$ cat src/rtl/vga_640x480_timing.sv
// 640x480@60 VGA timing: divides clock_50M by two and runs pixel/line counters on the
// divided phase, with sync, display-enable and frame strobe decoded from the counters.
module vga_640x480_timing #(
    parameter int unsigned H_ACTIVE = 640,
    parameter int unsigned H_FP     = 16,
    parameter int unsigned H_SYNC   = 96,
    parameter int unsigned H_BP     = 48,
    parameter int unsigned V_ACTIVE = 480,
    parameter int unsigned V_FP     = 10,
    parameter int unsigned V_SYNC   = 2,
    parameter int unsigned V_BP     = 33
) (
    input  logic       clock_50M,
    input  logic       reset_n,
    output logic       clock_25M,
    output logic       pix_en,
    output logic [9:0] sx,
    output logic [9:0] sy,
    output logic       hsync,
    output logic       vsync,
    output logic       de,
    output logic       frame
);

    localparam int unsigned CW      = 10;
    localparam int unsigned H_TOTAL = H_ACTIVE + H_FP + H_SYNC + H_BP;
    localparam int unsigned V_TOTAL = V_ACTIVE + V_FP + V_SYNC + V_BP;

    localparam logic [CW-1:0] H_LAST   = CW'(H_TOTAL - 1);
    localparam logic [CW-1:0] V_LAST   = CW'(V_TOTAL - 1);
    localparam logic [CW-1:0] H_VIS    = CW'(H_ACTIVE);
    localparam logic [CW-1:0] V_VIS    = CW'(V_ACTIVE);
    localparam logic [CW-1:0] HS_START = CW'(H_ACTIVE + H_FP);
    localparam logic [CW-1:0] HS_END   = CW'(H_ACTIVE + H_FP + H_SYNC);
    localparam logic [CW-1:0] VS_START = CW'(V_ACTIVE + V_FP);
    localparam logic [CW-1:0] VS_END   = CW'(V_ACTIVE + V_FP + V_SYNC);

    logic          phase_q, phase_d;
    logic [CW-1:0] sx_q, sx_d;
    logic [CW-1:0] sy_q, sy_d;
    logic          hsync_q, hsync_d;
    logic          vsync_q, vsync_d;
    logic          de_q, de_d;
    logic          frame_q, frame_d;

    // Next counter values; decodes are taken from the next values so the
    // registered sync/enable outputs line up with sx/sy with no extra latency.
    always_comb begin
        phase_d = ~phase_q;
        sx_d    = sx_q;
        sy_d    = sy_q;
        if (phase_q) begin
            if (sx_q == H_LAST) begin
                sx_d = '0;
                sy_d = (sy_q == V_LAST) ? '0 : sy_q + CW'(1);
            end else begin
                sx_d = sx_q + CW'(1);
            end
        end
        hsync_d = !((sx_d >= HS_START) && (sx_d < HS_END));
        vsync_d = !((sy_d >= VS_START) && (sy_d < VS_END));
        de_d    = (sx_d < H_VIS) && (sy_d < V_VIS);
        frame_d = (sy_d == V_VIS) && (sx_d == '0);
    end

    // Reset values are the decode of counters at (0,0).
    always_ff @(posedge clock_50M) begin
        if (!reset_n) begin
            phase_q <= 1'b0;
            sx_q    <= '0;
            sy_q    <= '0;
            hsync_q <= 1'b1;
            vsync_q <= 1'b1;
            de_q    <= 1'b1;
            frame_q <= 1'b0;
        end else begin
            phase_q <= phase_d;
            sx_q    <= sx_d;
            sy_q    <= sy_d;
            hsync_q <= hsync_d;
            vsync_q <= vsync_d;
            de_q    <= de_d;
            frame_q <= frame_d;
        end
    end

    assign clock_25M = phase_q;
    assign pix_en    = phase_q;
    assign sx        = sx_q;
    assign sy        = sy_q;
    assign hsync     = hsync_q;
    assign vsync     = vsync_q;
    assign de        = de_q;
    assign frame     = frame_q;

endmodule

$ cat config.mk
export PLATFORM = sky130hd
export DESIGN_NAME = vga_640x480_timing
export DESIGN_NICKNAME = d
export VERILOG_FILES = /design/src/rtl/vga_640x480_timing.sv
export SDC_FILE = /design/constraint.sdc
export NUM_CORES = 1
export LEC_CHECK = 0
export BUFFER_PORTS_ARGS = -buffer_cell sky130_fd_sc_hd__clkbuf_2
export CORE_MARGIN = 8
export CORE_UTILIZATION = 59
export CTS_CLUSTER_DIAMETER = 40
export DETAILED_ROUTE_END_ITERATION = 12
export GPL_ROUTABILITY_DRIVEN = 1
export PLACE_DENSITY = 0.94
export SETUP_SLACK_MARGIN = 0.4
export SLEW_MARGIN = 40
export SYNTH_ARGS = -nofsm -noshare
export SYNTH_HDL_FRONTEND = slang
export SYNTH_SLANG_ARGS = --single-unit
$ cat constraint.sdc
create_clock -name clock_50M -period 3.2 [get_ports clock_50M]
set_input_delay 0.64 -clock clock_50M [delete_from_list [all_inputs] [get_ports clock_50M]]
set_output_delay 0.64 -clock clock_50M [all_outputs]
set_load 0.005 [all_outputs]
==> flow_summary_export.csv <==
group,metric,value,unit
status,outcome,"finished clean",
die,row_count,18,
cells_and_area,multi_input_area,893,µm²
timing,fin_crit,2.37,ns
timing,fmax,421,MHz
synthesis,synth_top_area_share,33.6,%
drt,vias_per_cell,5.86,
clocking,numCtsBuffers,3,
die,dieHeight,66.2,µm
synthesis,ys_ff_latch,25,
power_and_ir_drop,powerDensity,306,nW/µm²
timing,finalMaxSlewViolations,0,
die,dieArea,4390,µm²
worst_setup_path,critPathLaunch,"sx[0]",
timing,fin_tns_setup,0,ns
power_and_ir_drop,leakagePower,0.617,nW
worst_setup_path,cp_max_fo,16,
power_and_ir_drop,p_comb_share,6.1,%
global_route,grt_pass1_wl,5.73,mm
timing,finalCritPeriodShare,74.2,%
drt,vias,1389,
drt,wl,3.37,mm
synthesis,syn-num-nets,192,
clocking,path_clk_slew,0.14,ns
timing,finClkSkew,0.00638,ns
clocking,cts_max_level,1,
synthesis,avgSynthCellArea,7.96,µm²
timing,holdWs,0.575,ns
worst_setup_path,required,3.46,ns
global_route,overflow,0,
timing,hold_viol_final,0,
power_and_ir_drop,finalPower,495,µW
clocking,cts_tree,"yes",
synthesis,async_reset_ff_share,0,%
drt,drc,0,
clocking,ctsHoldBuffers,0,
timing,slew-limit-headroom,68.1,%
cells_and_area,final_layout_size_suffix_gt1_share,17.4,%
worst_setup_path,crit_arrival,2.64,ns
synthesis,synth.most_common_cell,"nor2_1",
power_and_ir_drop,ir_worst_vdd,0.214,mV
cells_and_area,area.growth.synth_to_final,8.74,%
placement,port_buffers,27,
power_and_ir_drop,p_sw_share,23.8,%
flow_run,cap_violations,0,
timing,setup_viol,0,
synthesis,synth_flop_cell,"dfxtp_1",
cells_and_area,num_antenna_cells,0,
timing,rsz0062_at_grt,"no",
global_route,grtUsageTotal,16.2,%
clocking,postCtsSetupRepairBufs,0,
clocking,worstSkewPairLatency,0.32,ns
die,initial_core_util,61.2,%
drt,firstDrtPassIters,4,
global_route,grt_max_degree,17,
cells_and_area,fillers,208,
worst_setup_path,endpoint_kind,"register",
min_path,hold_start,"reset_n",
timing,worstMarginPinSlew,0.476,ns
worst_setup_path,crit_type,"register to register",
min_path,holdCritPathClass,"primary input to register",
cells_and_area,final_util,66.6,%
power_and_ir_drop,power_frac_clock,29.0,%
clocking,cts_sinks,25,
cells_and_area,final_nets,213,
drt,drt-initial-drc-count,80,
synthesis,syn_area,1490,µm²
die,dieWidth,66.2,µm
power_and_ir_drop,p_seq_share,64.8,%
clocking,cts_root_buf,"clkbuf_4",
synthesis,synth.area.top_cells,"dfxtp_1 (34%), nor2_1 (8.1%), xnor2_1 (6.5%)",
global_route,antenna_found_initial,0,
synthesis,ys_types,45,
synthesis,yosys.area.top_type,"dfxtp_1",
synthesis,yosys_warnings,0,
global_route,grt_pass1_vias,1265,
placement,dpl.hpwl,2.55,mm
die,ioPinCount,28,
worst_setup_path,cp-start-kind,"register",
clocking,cts-resized-gates,0,
die,core,2430,µm²
placement,globalplace.congestion,0.890,
cells_and_area,seq_area,500,µm²
worst_setup_path,reg2reg_from,"sx[0]",
drt,post_drt_wl_per_cell,14.2,µm
clocking,cts_buffer_depth,2,
synthesis,synth_cells,187,
synthesis,synth_commonest_cells,"nor2_1 (32), dfxtp_1 (25), nand2_1 (18)",
synthesis,ys_seq_area_share,33.6,%
power_and_ir_drop,internal-power,377,µW
drt,ant_nets,0,
power_and_ir_drop,power.switching,118,µW
synthesis,synth_edf_count,0,
## metal layers
metal | global-route usage [%] | vias up | wire length [µm]
li1 | - | 710 | -
met1 | 20.8 | 632 | 1490
met2 | 26.4 | 43 | 1610
met3 | 2.20 | 4 | 225
met4 | 6.67 | 0 | 43
met5 | 0 | - | 0
## metrics by stage
step	area [µm²]	instances	setup WS [ns]
2_1_floorplan	1490	187	1.17
3_5_place_dp	1590	233	0.863
6_report	1620	237	0.826
3_3_place_gp	1590	233	0.964
5_1_grt	1620	237	0.669
4_1_cts	1620	237	0.854
## cell type report
type                            count  share of cell area (%)
Inverter                            7                    1.62
Tap cell                           30                    2.32
Clock buffer                        4                    1.62
Sequential cell                    25                    30.9
Timing Repair Buffer               27                    8.35
Multi-Input combinational cell    144                    55.2
## flip-flops by register name, summed over array words and instances (netlist names)
register and flops:
hsync 1, sy 10, clock_25M 1, sx 10, frame 1, vsync 1, de 1
## cells in the final DEF (no fill, tap or decap), drive strengths merged, types with 4 or more instances in the layout
master,count
nand2,18
clkbuf,31
nand4,5
nor4,5
inv,6
xnor2,11
dfxtp,25
o21ai,7
a21oi,8
nor3,9
xor2,4
nor2,32
a31oi,4
nand3,4
## power by group through the flow
stage | clock [mW] | sequential (mW) | combinational, mW
floorplan | 0 | 0.325 | 0.0232
CTS | 0.151 | 0.321 | 0.0306
detailed placement | 0 | 0.328 | 0.0303
finish | 0.144 | 0.321 | 0.0304
global placement | 0 | 0.327 | 0.0297
global route | 0.161 | 0.322 | 0.0341
## path summary, 6_finish.rpt
path         endpoint  slack (ns)  cells after the start
max             frame        0.83                      7
min                de        0.57                      2
max reg2reg     frame        0.83                      7
min reg2reg     sx[1]        0.60                      2
## critical path, stage by stage, from the launching register on
cell     delay [ns]
dfxtp_1        0.46
ha_1           0.22
and4_1         0.37
nand4_4        0.26
or3_1          0.45
a21oi_2        0.18
nand3_1        0.11
and4b_1        0.27
## cell families after synthesis
logic type | synth area share (%)
xor+xnor | 8.82
compound gates | 16.0
fa+ha+maj | 2.52
simple gates | 30.6
mux | 2.10
buf+inv | 6.39
flops | 33.6
Power figures use the tool's default switching activity.
